==> src/rtl/router_pkg.sv <==
// Shared defaults and helpers for the router synchroniser.
package router_pkg;

  localparam int unsigned DEF_NUM_PORTS = 3;
  localparam int unsigned DEF_TIMEOUT   = 30;
  localparam int unsigned DEF_CNT_W     = 5;
  localparam int unsigned MAX_PORTS     = 8;

  // Address field width needed to name n channels (at least one bit).
  function automatic int unsigned addr_w(input int unsigned n);
    return (n <= 2) ? 1 : $clog2(n);
  endfunction

  // One-hot decode of addr over n channels; out-of-range gives all zeros.
  function automatic logic [MAX_PORTS-1:0] onehot(input int unsigned addr,
                                                  input int unsigned n);
    logic [MAX_PORTS-1:0] oh;
    oh = '0;
    for (int unsigned i = 0; i < MAX_PORTS; i++) begin
      oh[i] = (i == addr) && (i < n);
    end
    return oh;
  endfunction

endpackage

==> src/rtl/router_sync_timer.sv <==
// Per-channel unread-data watchdog that raises soft_reset after TIMEOUT idle cycles.
// ROUTER_SYNC_SOFT_RST_HOLD_EN: hold soft_reset until the FIFO drains empty.
module router_sync_timer #(
  parameter int unsigned TIMEOUT = 30,
  parameter int unsigned CNT_W   = 5
) (
  input  logic clock,
  input  logic resetn,
  input  logic vld,
  input  logic rd,
  input  logic empty,
  output logic soft_reset
);

  localparam logic [CNT_W-1:0] CNT_LAST = CNT_W'(TIMEOUT - 1);

  logic [CNT_W-1:0] cnt;
  logic             idle;

  assign idle = vld & ~rd;

`ifdef ROUTER_SYNC_SOFT_RST_HOLD_EN
  // While the reset is held the counter parks at zero; it releases once empty is seen.
  always_ff @(posedge clock) begin
    if (!resetn) begin
      cnt        <= '0;
      soft_reset <= 1'b0;
    end else if (soft_reset) begin
      cnt        <= '0;
      soft_reset <= ~empty;
    end else if (idle) begin
      if (cnt == CNT_LAST) begin
        cnt        <= '0;
        soft_reset <= 1'b1;
      end else begin
        cnt <= cnt + CNT_W'(1);
      end
    end else begin
      cnt <= '0;
    end
  end
`else
  logic unused_empty;
  assign unused_empty = empty;

  // One-cycle pulse; counting resumes during the pulse if the channel stays idle.
  always_ff @(posedge clock) begin
    if (!resetn) begin
      cnt        <= '0;
      soft_reset <= 1'b0;
    end else begin
      soft_reset <= 1'b0;
      if (idle) begin
        if (cnt == CNT_LAST) begin
          cnt        <= '0;
          soft_reset <= 1'b1;
        end else begin
          cnt <= cnt + CNT_W'(1);
        end
      end else begin
        cnt <= '0;
      end
    end
  end
`endif

endmodule

==> src/rtl/router_sync_n.sv <==
// Router synchroniser: latches header address, steers FIFO writes, reports status.
// ROUTER_SYNC_SOFT_RST_HOLD_EN: held soft_reset that also blocks writes to that FIFO.
module router_sync_n
  import router_pkg::*;
#(
  parameter int unsigned NUM_PORTS = DEF_NUM_PORTS,
  parameter int unsigned ADDR_W    = addr_w(DEF_NUM_PORTS),
  parameter int unsigned TIMEOUT   = DEF_TIMEOUT,
  parameter int unsigned CNT_W     = DEF_CNT_W
) (
  input  logic                 clock,
  input  logic                 resetn,
  input  logic                 detect_addr,
  input  logic [ADDR_W-1:0]    data_in,
  input  logic                 write_enb_reg,
  input  logic [NUM_PORTS-1:0] read_enb,
  input  logic [NUM_PORTS-1:0] full,
  input  logic [NUM_PORTS-1:0] empty,
  output logic [NUM_PORTS-1:0] vld_out,
  output logic                 fifo_full,
  output logic [NUM_PORTS-1:0] write_en,
  output logic [NUM_PORTS-1:0] soft_reset,
  output logic                 addr_err
);

  localparam logic [ADDR_W:0] PORTS_LIM = (ADDR_W + 1)'(NUM_PORTS);

  logic [ADDR_W-1:0]    addr_q;
  logic                 addr_vld;
  logic                 addr_in_range;
  logic [NUM_PORTS-1:0] sel_oh;

  assign addr_in_range = ({1'b0, data_in} < PORTS_LIM);

  // Header address latch; held until the next header.
  always_ff @(posedge clock) begin
    if (!resetn) begin
      addr_q   <= '0;
      addr_vld <= 1'b0;
      addr_err <= 1'b0;
    end else begin
      addr_err <= 1'b0;
      if (detect_addr) begin
        addr_q   <= data_in;
        addr_vld <= addr_in_range;
        addr_err <= ~addr_in_range;
      end
    end
  end

  assign sel_oh = NUM_PORTS'(onehot(32'(addr_q), NUM_PORTS));

  // Steering and status of the addressed FIFO; unselected full flags are ignored.
  always_comb begin
    write_en  = '0;
    fifo_full = 1'b0;
    if (addr_vld) begin
      fifo_full = |(full & sel_oh);
      if (write_enb_reg) begin
        write_en = sel_oh;
      end
    end
`ifdef ROUTER_SYNC_SOFT_RST_HOLD_EN
    write_en = write_en & ~soft_reset;
`endif
  end

  assign vld_out = ~empty;

  for (genvar i = 0; i < NUM_PORTS; i++) begin : g_timer
    router_sync_timer #(
      .TIMEOUT(TIMEOUT),
      .CNT_W  (CNT_W)
    ) u_timer (
      .clock     (clock),
      .resetn    (resetn),
      .vld       (vld_out[i]),
      .rd        (read_enb[i]),
      .empty     (empty[i]),
      .soft_reset(soft_reset[i])
    );
  end

endmodule

==> config.mk <==
export PLATFORM = sky130hd
export DESIGN_NAME = router_sync_n
export DESIGN_NICKNAME = d
export VERILOG_FILES = /design/src/rtl/router_pkg.sv /design/src/rtl/router_sync_timer.sv /design/src/rtl/router_sync_n.sv
export SDC_FILE = /design/constraint.sdc
export NUM_CORES = 1
export LEC_CHECK = 0
export ABC_CLOCK_PERIOD_IN_PS = 1000
export BUFFER_PORTS_ARGS = -buffer_cell sky130_fd_sc_hd__clkbuf_2
export CAP_MARGIN = 20
export CORE_UTILIZATION = 45
export DETAILED_ROUTE_END_ITERATION = 12
export PLACE_DENSITY = 0.8
export REMOVE_ABC_BUFFERS = 1
export SLEW_MARGIN = 30
export SYNTH_ARGS = -nofsm -noshare
export SYNTH_HDL_FRONTEND = slang
export SYNTH_SLANG_ARGS = --single-unit
==> constraint.sdc <==
create_clock -name clock -period 1 [get_ports clock]
set_input_delay 0.1 -clock clock [delete_from_list [all_inputs] [get_ports clock]]
set_output_delay 0.1 -clock clock [all_outputs]
set_load 0.05 [all_outputs]
* After elaboration in Yosys (flattened, before gate mapping)
Cells that the tools add are included.
Storage, ports and cells: output and inout port bits 11, register bits 22, logic and storage cells 46, bits of input ports 15
Operators by class: equality and inequality tests 5, multiplexer cells 6, magnitude comparators 1, reductions and logical operators 9, $add $sub $neg 3, bitwise logic cells 13
Operators with widths (count):
- adder 5 x 1 -> 5 bit (second input constant) | 3
- == test 5 bit (second input constant) | 3
- OR reduction 3 bit | 4
- inverter 1 bit | 8
- AND reduction 2 bit | 4
- two-way mux 3 bit | 2
- two-way mux 1 bit | 4
- AND 1 bit | 3
- AND 3 bit | 1
- inverter 3 bit | 1
- == test 1 x 2 -> 1 bit (first input constant) | 1
- == test 2 bit (first input constant) | 1
- logical NOT 2 bit | 1
- < comparator 2 bit (second input constant) | 1

* Depth between registers and ports, before layout
Gate-level depths: netlist of run 1.
depth after elaboration 4, gate-level depth with buffers 5, gate-level depth less buffers 5

* By module
Synthesis of run 1 repeated with hierarchy kept, for this count alone.
Unflattened totals: cells, all modules 92, area total of the unflattened synthesis 894.6 µm²
By module, submodules not included:
- router_sync_timer | times used 3, cells an instance 23, sequential area each 120.1 µm², area each 230.2 µm²
- router_sync_n | times used 1, cells an instance 23, sequential area each 80.1 µm², area each 203.9 µm²

* Worst setup path after synthesis of run 1
No wires, ideal clock.
path type reg-to-output, start register addr_q[0], end output port write_en[1], setup slack -0.661 ns, stages on the path, launching flop included 2, required time 0.900 ns, arrival time 1.561 ns, cell sequence dfxtp_1 > nor3b_1
On the way: word-level cells in the longest chain between the ends 3
RTL lines:
- start: declaration | line router_sync_n.sv:28 | logic [ADDR_W-1:0] addr_q;
- start signal: assignment | line router_sync_n.sv:44 | addr_q <= data_in;
- == test 1 x 2 -> 1 bit | line router_pkg.sv:20 | oh[i] = (i == addr) && (i < n);
- two-way mux 3 bit | line router_sync_n.sv:59 | if (write_enb_reg) begin
- two-way mux 3 bit | line router_sync_n.sv:57 | if (addr_vld) begin
- end: declaration | line router_sync_n.sv:21 | output logic [NUM_PORTS-1:0] write_en,
No other way between the ends.

* Worst setup path after layout of run 1
start register addr_vld, end output port write_en[1]
On the way: word-level cells in the longest chain between the ends 1
RTL lines:
- start: declaration | line router_sync_n.sv:29 | logic addr_vld;
- start signal: assignment | line router_sync_n.sv:45 | addr_vld <= addr_in_range;
- two-way mux 3 bit | line router_sync_n.sv:57
No other way between the ends.

==> results of run 1 <==
-- final cells by class --
cell class / count / area [um2]
well taps: 27 / 33.8
multi-input cells: 63 / 566
flip-flops and latches: 22 / 467
inverters: 6 / 25.0
fillers: 136 / 618
clock buffers: 4 / 36.3
repair buffers: 32 / 216
-- logic make-up (layout without fill, tap and decap cells) --
family	after synthesis	count (layout)	share of synthesized area [%]
compound gates	3	3	1.72
flops	22	22	46.6
buf+inv	12	42	7.14
fa+ha+maj	6	6	7.94
xor+xnor	9	9	8.33
mux	3	3	3.17
simple gates	42	42	25.1
-- layout by cell type (no fill, tap or decap), types with 3 or more instances in the layout --
| master | instances |
|---|---|
| nand3_1 | 5 |
| nor2_1 | 7 |
| ha_4 | 5 |
| mux2i_1 | 3 |
| buf_4 | 8 |
| nor2_2 | 9 |
| nor2b_1 | 4 |
| dfxtp_2 | 3 |
| clkbuf_4 | 5 |
| nand4_1 | 3 |
| inv_1 | 3 |
| dlygate4sd3_1 | 3 |
| xnor2_1 | 3 |
| dfxtp_1 | 13 |
| dfxtp_4 | 6 |
| nor3b_2 | 3 |
| clkbuf_2 | 17 |
| xor2_1 | 5 |
-- timing repair --
| item | in CTS | in global routing |
|---|---|---|
| hold buffers | 3 | 0 |
| resized for setup | 27 | 36 |
| buffers inserted | 0 | 2 |
| pin swaps | 5 | 13 |
| setup endpoints to repair | 19 | 22 |
| endpoints found under the hold margin | 2 | 0 |
-- registers in the layout, indices dropped and copies added, names as in the netlist --
register                    flops
addr_err                        1
addr_q                          2
addr_vld                        1
g_timer.u_timer.cnt            15
g_timer.u_timer.soft_reset      3
-- final timing paths --
path,from,end,cells past startpoint
worst max-delay path,addr_vld,write_en[1],3
worst min-delay path,data_in[0],addr_vld,2
worst max register to register,g_timer[0].u_timer.cnt[1],g_timer[0].u_timer.cnt[4],5
worst min register to register,g_timer[1].u_timer.cnt[0],g_timer[1].u_timer.cnt[0],1
-- where the power goes --
group | switching, W | internal (W) | leakage [nW]
logic | 0.000117 | 0.0000870 | 0.307
registers | 0.0000218 | 0.000882 | 0.184
clock network | 0.000260 | 0.000223 | 0.0210
-- critical path, cell delays in order (launching register included) --
cell and delay, ps:
dfxtp_2 360, nand2_1 110, nor3b_1 310, buf_4 260
-- per-stage QoR --
step	power [W]	std cells	hold WS [ps]	worst slack [ps]	TNS, ps
6_report	0.00159	154	23.9	-454	-1550
3_3_place_gp	0.00108	145	289	-110	-214
2_1_floorplan	0.00102	91	171	-661	-1950
3_5_place_dp	0.00108	145	298	-175	-665
4_1_cts	0.00158	152	10.8	-370	-1280
5_1_grt	0.00166	154	7.36	-449	-2340
-- routing by layer --
layer,vias up,GRT usage (%),share of wire [%]
met2,22,39.2,54
met1,361,16.9,41
met3,5,2.26,3.3
li1,378,-,-
met5,-,0,0
met4,0,15.0,1.7
==> impl_metrics.py, run 1 <==
metrics = {
    "cells_and_area": {
        "nNetsFinal": 149,
        "area_growth_pct": 42.1,
        "utilization_pct": 68.5,
        "drive_gt1_share_pct": 55.1,
        "diodes": 0,
        "finish.instance_area_um2": 1340,
    },
    "logic_synthesis": {
        "synth.avg_cell_area_um2": 9.75,
        "yosysSeqAreaShare_pct": 46.6,
        "async_flop_share_pct": 0,
        "synth.area.top_cells": "dfxtp_1 (47%), ha_1 (7.9%), nor2_1 (6.3%)",
        "synth.top_cell.area_share_pct": 46.6,
        "synth_most_common_cell": "dfxtp_1",
        "synth_warnings": 0,
        "synth_commonest_cells": "dfxtp_1 (22), nor2_1 (16), nand3_1 (7)",
        "ys_seq_elements": 22,
        "synthCells": 97,
        "synth_edf_count": 0,
        "yosysUniqueCellTypes": 22,
        "syn_area_um2": 946,
        "synth_top_cell_by_area": "dfxtp_1",
        "synth_top_flop_cell": "dfxtp_1",
    },
    "drt": {
        "vias": 766,
        "routed_via_density": 4.97,
        "drt-initial-drc-count": 6,
        "dr.pass1.iters": 6,
        "postRouteAntennaNets": 0,
        "wl_per_cell_um": 14.4,
        "routed_wl_mm": 2.22,
        "drc": 0,
    },
    "clocking": {
        "tritoncts": "yes",
        "cts_made_buffers": 3,
        "clk_path_buf_depth": 2,
        "clkLatencyLatePin_ps": 310,
        "clkTransAtPathRegs_ps": 110,
        "cts_max_level": 1,
        "cts_sinks": 22,
        "cts_root_buf": "clkbuf_4",
    },
    "setup_path": {
        "required_ps": 900,
        "path_max_fanout": 3,
        "endpoint_kind": "output port",
        "cp.arrival_ps": 1350,
        "reg2reg_slack_ps": -20,
        "start_kind": "register",
        "path_class": "reg -> out",
    },
    "place": {
        "place_area_um2": 1070,
        "place_congestion": 0.663,
        "port_buffers": 25,
        "dp_hpwl_mm": 1.31,
    },
    "timing": {
        "period_minus_slack_ps": 1450,
        "worst_slack_ps": -454,
        "setup_viol": 10,
        "slew_violations": 0,
        "grt_setup_unrepaired": "true",
        "worst_pin_slew_ps": 284,
        "report.final.hold_viol_count": 0,
        "fmax_ghz": 0.688,
        "finalCritPeriodShare_pct": 145,
        "relSlewSlack_pct": 81.0,
        "finClkSkew_ps": 1.51,
    },
    "global_route": {
        "grt_max_degree": 13,
        "grt_pass1_wl_mm": 2.87,
        "grtUsageTotal_pct": 19.5,
        "grt-ovfl-total": 0,
        "grt_pass1_vias": 727,
        "antenna_found_initial": 0,
    },
    "power_and_ir_drop": {
        "power_density_nw_per_um2": 1180,
        "ir_worst_vdd_v": 0.000535,
        "p_leak_nw": 0.512,
    },
    "floorplan": {
        "start_util_pct": 48.2,
        "coreArea_um2": 1960,
        "row_count": 16,
        "ios": 26,
        "die_area_um2": 2290,
        "die_x_um": 47.8,
        "die-height_um": 47.8,
    },
    "worst_hold_path": {
        "hold_class": "in -> reg",
    },
    "outcome": {
        "violations": "setup timing",
        "status": "complete, but fails checks",
    },
    "flow_run": {
        "cap_viol_max_count": 0,
    },
}
Note: power is estimated with default switching activity, not from simulation.
==> inputs of run 2 (changes only) <==
--- a/config.mk
+++ b/config.mk
@@ -8,11 +8,12 @@
 export ABC_CLOCK_PERIOD_IN_PS = 1000
 export BUFFER_PORTS_ARGS = -buffer_cell sky130_fd_sc_hd__clkbuf_2
 export CAP_MARGIN = 20
-export CORE_UTILIZATION = 45
+export CORE_UTILIZATION = 44
 export DETAILED_ROUTE_END_ITERATION = 12
-export PLACE_DENSITY = 0.8
+export PLACE_DENSITY = 0.79
 export REMOVE_ABC_BUFFERS = 1
 export SLEW_MARGIN = 30
 export SYNTH_ARGS = -nofsm -noshare
 export SYNTH_HDL_FRONTEND = slang
+export SYNTH_HIERARCHICAL = 1
 export SYNTH_SLANG_ARGS = --single-unit
==> impl_metrics.py, run 2 <==
metrics = {
    "cells_and_area": {
        "nNetsFinal": 163,
        "reg_top3": "g_timer.u_timer/cnt (15), g_timer.u_timer/soft_reset (3), addr_q (2)",
        "largest_reg_flops": 15,
        "drive_gt1_share_pct": 53.9,
        "finish.instance_area_um2": 1390,
        "area_growth_pct": 55.8,
        "final_common_cell": "buf_4",
        "top_register": "g_timer.u_timer/cnt",
        "mostFrequentLayoutCells": "buf_4 (20), clkbuf_2 (17), dfxtp_1 (13)",
        "finalNonFillerCells": 166,
        "diodes": 0,
    },
    "drt": {
        "postRouteAntennaNets": 0,
        "dr.pass1.iters": 4,
        "routed_via_density": 4.82,
        "routed_wl_mm": 2.05,
        "vias": 800,
        "wl_per_cell_um": 12.3,
        "drc": 0,
        "drt-initial-drc-count": 10,
    },
    "logic_synthesis": {
        "yosysUniqueCellTypes": 19,
        "synth_most_common_cell": "dfxtp_1",
        "synth_top_flop_cell": "dfxtp_1",
        "synth.avg_cell_area_um2": 9.72,
        "synth_edf_count": 0,
        "synth_top_cell_by_area": "dfxtp_1",
        "async_flop_share_pct": 0,
        "synth_commonest_cells": "dfxtp_1 (22), nor2_1 (16), inv_1 (7)",
        "syn_area_um2": 895,
        "ys_seq_elements": 22,
        "synth_warnings": 6,
        "synth.area.top_cells": "dfxtp_1 (49%), ha_1 (8.4%), nor2_1 (6.7%)",
        "synthCells": 92,
        "yosysSeqAreaShare_pct": 49.2,
        "synth.top_cell.area_share_pct": 49.2,
    },
    "global_route": {
        "grt_pass1_vias": 783,
        "grtUsageTotal_pct": 21.3,
        "grt_max_degree": 14,
        "antenna_found_initial": 0,
        "grt-ovfl-total": 0,
        "grt_pass1_wl_mm": 3.22,
    },
    "clocking": {
        "clkTransAtPathRegs_ps": 140,
        "clkLatencyLatePin_ps": 320,
        "cts_root_buf": "clkbuf_4",
        "tritoncts": "yes",
        "cts_made_buffers": 3,
        "clk_path_buf_depth": 2,
        "cts_sinks": 22,
        "cts_max_level": 1,
    },
    "setup_path": {
        "endpoint_kind": "output port",
        "ff2ff_path_depth": 5,
        "path_buf_inv": 1,
        "path_delay_family": "flip-flops",
        "crit_chain": "mux2i_1, o32ai_2, clkbuf_8",
        "path_depth": 3,
        "slowest_stage": "dfxtp_2",
        "start_kind": "register",
        "cpPeakStageDelay_ps": 370,
        "path_max_fanout": 5,
        "required_ps": 900,
        "path_class": "reg -> out",
        "cp.arrival_ps": 1260,
    },
    "outcome": {
        "status": "complete, but fails checks",
        "violations": "setup timing",
    },
    "flow_run": {
        "cap_viol_max_count": 0,
    },
    "floorplan": {
        "coreArea_um2": 1820,
        "start_util_pct": 49.1,
        "die_x_um": 47.1,
        "ios": 26,
        "die-height_um": 47.1,
        "die_area_um2": 2220,
        "row_count": 15,
    },
    "timing": {
        "finalSetupTns_ps": -4280,
        "finalCritPeriodShare_pct": 136,
        "report.final.hold_viol_count": 0,
        "fmax_ghz": 0.736,
        "setup_viol": 19,
        "relSlewSlack_pct": 80.4,
        "period_minus_slack_ps": 1360,
        "grt_setup_unrepaired": "true",
        "slew_violations": 0,
        "worst_slack_ps": -358,
        "finClkSkew_ps": 15.6,
        "worst_pin_slew_ps": 295,
    },
    "power_and_ir_drop": {
        "p_seq_share_pct": 50.2,
        "power_density_nw_per_um2": 1300,
        "pwr-share-comb_pct": 11.7,
        "power_w": 0.00181,
        "p_switching_w": 0.000420,
        "ir_worst_vdd_v": 0.00114,
        "p_int_w": 0.00139,
        "power.clock.fraction_pct": 38.1,
        "p_leak_nw": 0.600,
        "switching_share_pct": 23.2,
    },
    "place": {
        "dpl.cell_count": 157,
        "place_congestion": 0.698,
        "port_buffers": 25,
        "place_area_um2": 1160,
        "dp_slack_ps": -248,
        "dp_hpwl_mm": 1.32,
    },
    "worst_hold_path": {
        "hold_class": "in -> reg",
        "whs_path_depth": 2,
    },
}
==> run 2: changes by cell type after synthesis, sizes merged, moves of 2 or more <==
cell   previous run  this run
nand2             3         5
buf               6         0
nor2b             4         2
nor3              1         4
or3b              0         3
nor3b             4         1
==> run 2: stage by stage <==
stage	hold slack, ps	utilization [%]
2_1_floorplan	179	-
3_3_place_gp	284	63.9
3_5_place_dp	284	63.9
4_1_cts	20.7	76.2
5_1_grt	32.0	76.6
6_report	16.9	76.6
==> run 2: kinds of logic (layout without fill, tap and decap cells) <==
| logic type | Yosys count | after routing | synth area share (%) |
|---|---|---|---|
| AOI/OAI and AO/OA | 3 | 3 | 3.08 |
| DFF | 22 | 22 | 49.2 |
| buffers and inverters | 7 | 56 | 2.94 |
| xor gates and xnor gates | 9 | 9 | 8.81 |
| adders and majority gates | 6 | 6 | 8.39 |
| and+or+nand+nor | 42 | 42 | 24.2 |
| muxes | 3 | 3 | 3.36 |
==> run 2: repair_timing <==
item,4_1_cts,5_1_grt
gates resized for setup,32,15
pin swaps,12,4
hold buffers,5,0
setup buffers,3,0
hold endpoints to repair,4,0
setup endpoints to repair,24,25
==> run 2: power by group through the flow <==
stage	Sequential (W)	Combinational [W]	Clock, W
after global routing	0.000913	0.000229	0.000731
final	0.000911	0.000212	0.000691
after detailed placement	0.000924	0.000171	0
after floorplan	0.000927	0.0000980	0
after global placement	0.000923	0.000165	0
after CTS	0.000910	0.000202	0.000688
==> run 2: layout make-up <==
class,instances,area (um2)
Clock buffer,3,22.5
Clock inverter,1,30.0
Inverter,7,26.3
Tap cell,25,31.3
Sequential cell,22,452
Timing Repair Buffer,45,320
Fill cell,119,427
Multi-Input combinational cell,63,512
==> run 2: path summary, 6_finish.rpt <==
check | to | start | slack [ps]
max | fifo_full | addr_q[0] | -360
min | addr_vld | detect_addr | 20
max reg2reg | g_timer[0].u_timer/cnt[4] | g_timer[0].u_timer/cnt[1] | -240
min reg2reg | g_timer[0].u_timer/cnt[1] | g_timer[0].u_timer/cnt[0] | 530
==> run 2: per-layer routing <==
metal / global-route usage [%] / part of all wire (%) / routed length (um)
met1: 23.0 / 43 / 878
met2: 40.0 / 51 / 1050
met3: 3.46 / 3.4 / 69
met4: 10.3 / 2.7 / 55
met5: 0 / 0 / 0
==> run 2: worst register-to-register path: stages (launching register included) <==
cell and delay [ps]:
dfxtp_2 360, inv_2 40, ha_4 150, nand4_1 80
or3b_4 430, nor2_2 130
==> inputs of run 3 (changes only) <==
--- a/config.mk
+++ b/config.mk
@@ -5,12 +5,13 @@
 export SDC_FILE = /design/constraint.sdc
 export NUM_CORES = 1
 export LEC_CHECK = 0
-export ABC_CLOCK_PERIOD_IN_PS = 1000
+export ABC_CLOCK_PERIOD_IN_PS = 1600
 export BUFFER_PORTS_ARGS = -buffer_cell sky130_fd_sc_hd__clkbuf_2
 export CAP_MARGIN = 20
-export CORE_UTILIZATION = 44
+export CORE_UTILIZATION = 52
 export DETAILED_ROUTE_END_ITERATION = 12
-export PLACE_DENSITY = 0.79
+export GPL_TIMING_DRIVEN = 0
+export PLACE_DENSITY = 0.87
 export REMOVE_ABC_BUFFERS = 1
 export SLEW_MARGIN = 30
 export SYNTH_ARGS = -nofsm -noshare
==> constraint.sdc (replaced) <==
create_clock -name clock -period 1.6 [get_ports clock]
set_input_delay 0.16 -clock clock [delete_from_list [all_inputs] [get_ports clock]]
set_output_delay 0.16 -clock clock [all_outputs]
set_load 0.05 [all_outputs]
==> impl_metrics.py, run 3 (synthesized netlist as in run 2, its figures left out) <==
metrics = {
    "clocking": {
        "cts_max_level": 1,
        "clk_path_buf_depth": 2,
        "cts_made_buffers": 3,
        "tritoncts": "yes",
        "cts_sinks": 22,
        "post_cts_buffers": 0,
        "cts_resized": 0,
        "clkLatencyLatePin_ps": 290,
        "cts_root_buf": "clkbuf_4",
        "clkTransAtPathRegs_ps": 110,
        "hold_buffers": 0,
    },
    "place": {
        "place_congestion": 0.740,
        "dp_slack_ps": 336,
        "dp_hpwl_mm": 1.08,
        "port_buffers": 25,
        "place_area_um2": 1040,
    },
    "timing": {
        "fmax_ghz": 0.675,
        "slew_violations": 0,
        "period_minus_slack_ps": 1480,
        "grt_setup_unrepaired": "false",
        "worst_pin_slew_ps": 280,
        "setup_viol": 0,
        "finClkSkew_ps": 2.05,
        "finalCritPeriodShare_pct": 92.6,
        "worst_slack_ps": 118,
        "relSlewSlack_pct": 81.4,
        "report.final.hold_viol_count": 0,
    },
    "flow_run": {
        "cap_viol_max_count": 0,
    },
    "power_and_ir_drop": {
        "power_w": 0.000898,
        "power_density_nw_per_um2": 846,
        "ir_worst_vdd_v": 0.000459,
        "p_leak_nw": 0.468,
    },
    "worst_hold_path": {
        "hold_class": "in -> reg",
        "whs_path_depth": 2,
    },
    "drt": {
        "wl_per_cell_um": 10.2,
        "vias": 689,
        "drc": 8,
        "routed_wl_mm": 1.39,
        "postRouteAntennaNets": 0,
        "drt-initial-drc-count": 14,
        "dr.pass1.iters": 8,
        "routed_via_density": 5.07,
    },
    "cells_and_area": {
        "reg_top3": "g_timer.u_timer/cnt (15), g_timer.u_timer/soft_reset (3), addr_q (2)",
        "diodes": 0,
        "drive_gt1_share_pct": 26.7,
        "utilization_pct": 68.1,
        "finish.instance_area_um2": 1060,
        "final_common_cell": "clkbuf_2",
        "largest_reg_flops": 15,
        "mostFrequentLayoutCells": "clkbuf_2 (25), dfxtp_1 (22), nor2_1 (16)",
        "nNetsFinal": 143,
        "area_growth_pct": 18.7,
        "top_register": "g_timer.u_timer/cnt",
    },
    "global_route": {
        "grt-ovfl-total": 0,
        "grtUsageTotal_pct": 16.7,
        "antenna_found_initial": 0,
        "grt_pass1_wl_mm": 2.37,
        "grt_max_degree": 12,
        "grt_pass1_vias": 629,
    },
    "outcome": {
        "status": "complete, but fails checks",
        "violations": "DRC",
    },
    "floorplan": {
        "coreArea_um2": 1560,
        "die-height_um": 43.5,
        "die_area_um2": 1890,
        "ios": 26,
        "die_x_um": 43.5,
        "start_util_pct": 57.4,
        "row_count": 14,
    },
    "setup_path": {
        "path_max_fanout": 5,
        "start_kind": "register",
        "path_class": "reg -> out",
        "required_ps": 1440,
        "ff2ff_path_depth": 5,
        "endpoint_kind": "output port",
        "cp.arrival_ps": 1320,
    },
}
==> run 3: cell count changes in the layout (fill, tap and decap cells not counted), moves of 5 or more <==
cell	before	now
buf_4	20	0
nor2_2	10	0
dlygate4sd3_1	5	0
nor2_1	6	16
dfxtp_1	13	22
clkbuf_2	17	25
dfxtp_2	9	0
==> run 3: layout make-up <==
type | instances | area, um2
Inverter | 7 | 26.3
Tap cell | 16 | 20.0
Sequential cell | 22 | 440
Clock buffer | 3 | 22.5
Multi-Input combinational cell | 63 | 428
Fill cell | 125 | 497
Timing Repair Buffer | 25 | 125
==> run 3: worst max-delay path, cell delays in order, from the launching register on <==
cell	delay (ps)
dfxtp_1	420
mux2i_1	110
o32ai_2	200
clkbuf_2	310
==> run 3: path summary, 6_finish.rpt <==
check | from | end | slack (ps)
worst min register to register | g_timer[2].u_timer/cnt[0] | g_timer[2].u_timer/cnt[0] | 480
worst max register to register | g_timer[1].u_timer/cnt[1] | g_timer[1].u_timer/cnt[3] | 310
worst max-delay path | addr_q[0] | fifo_full | 120
worst min-delay path | read_enb[0] | g_timer[0].u_timer/soft_reset | 30
==> run 3: layer usage <==
metal	wire length, um	vias to the layer above	track usage (%)	part of all wire [%]
met5	0	-	0	0
met4	13	0	7.50	0.94
met2	662	18	29.1	48
li1	-	363	-	-
met3	68	2	3.75	4.9
met1	642	306	19.6	46
==> run 3: where the power goes <==
part | switching, W | internal [W] | total [W]
clock | 0.000147 | 0.0000874 | 0.000234
sequential | 0.00000979 | 0.000557 | 0.000567
combinational | 0.0000611 | 0.0000363 | 0.0000974
total | 0.000218 | 0.000681 | 0.000898
==> run 3: through the flow <==
| step | TNS [ps] | cells | hold slack [ps] |
|---|---|---|---|
| after global routing | 0 | 136 | 14.6 |
| after CTS | 0 | 136 | 21.4 |
| final | 0 | 136 | 33.0 |
| after global placement | 0 | 133 | 341 |
| after detailed placement | 0 | 133 | 346 |
| after floorplan | -181 | 92 | 239 |
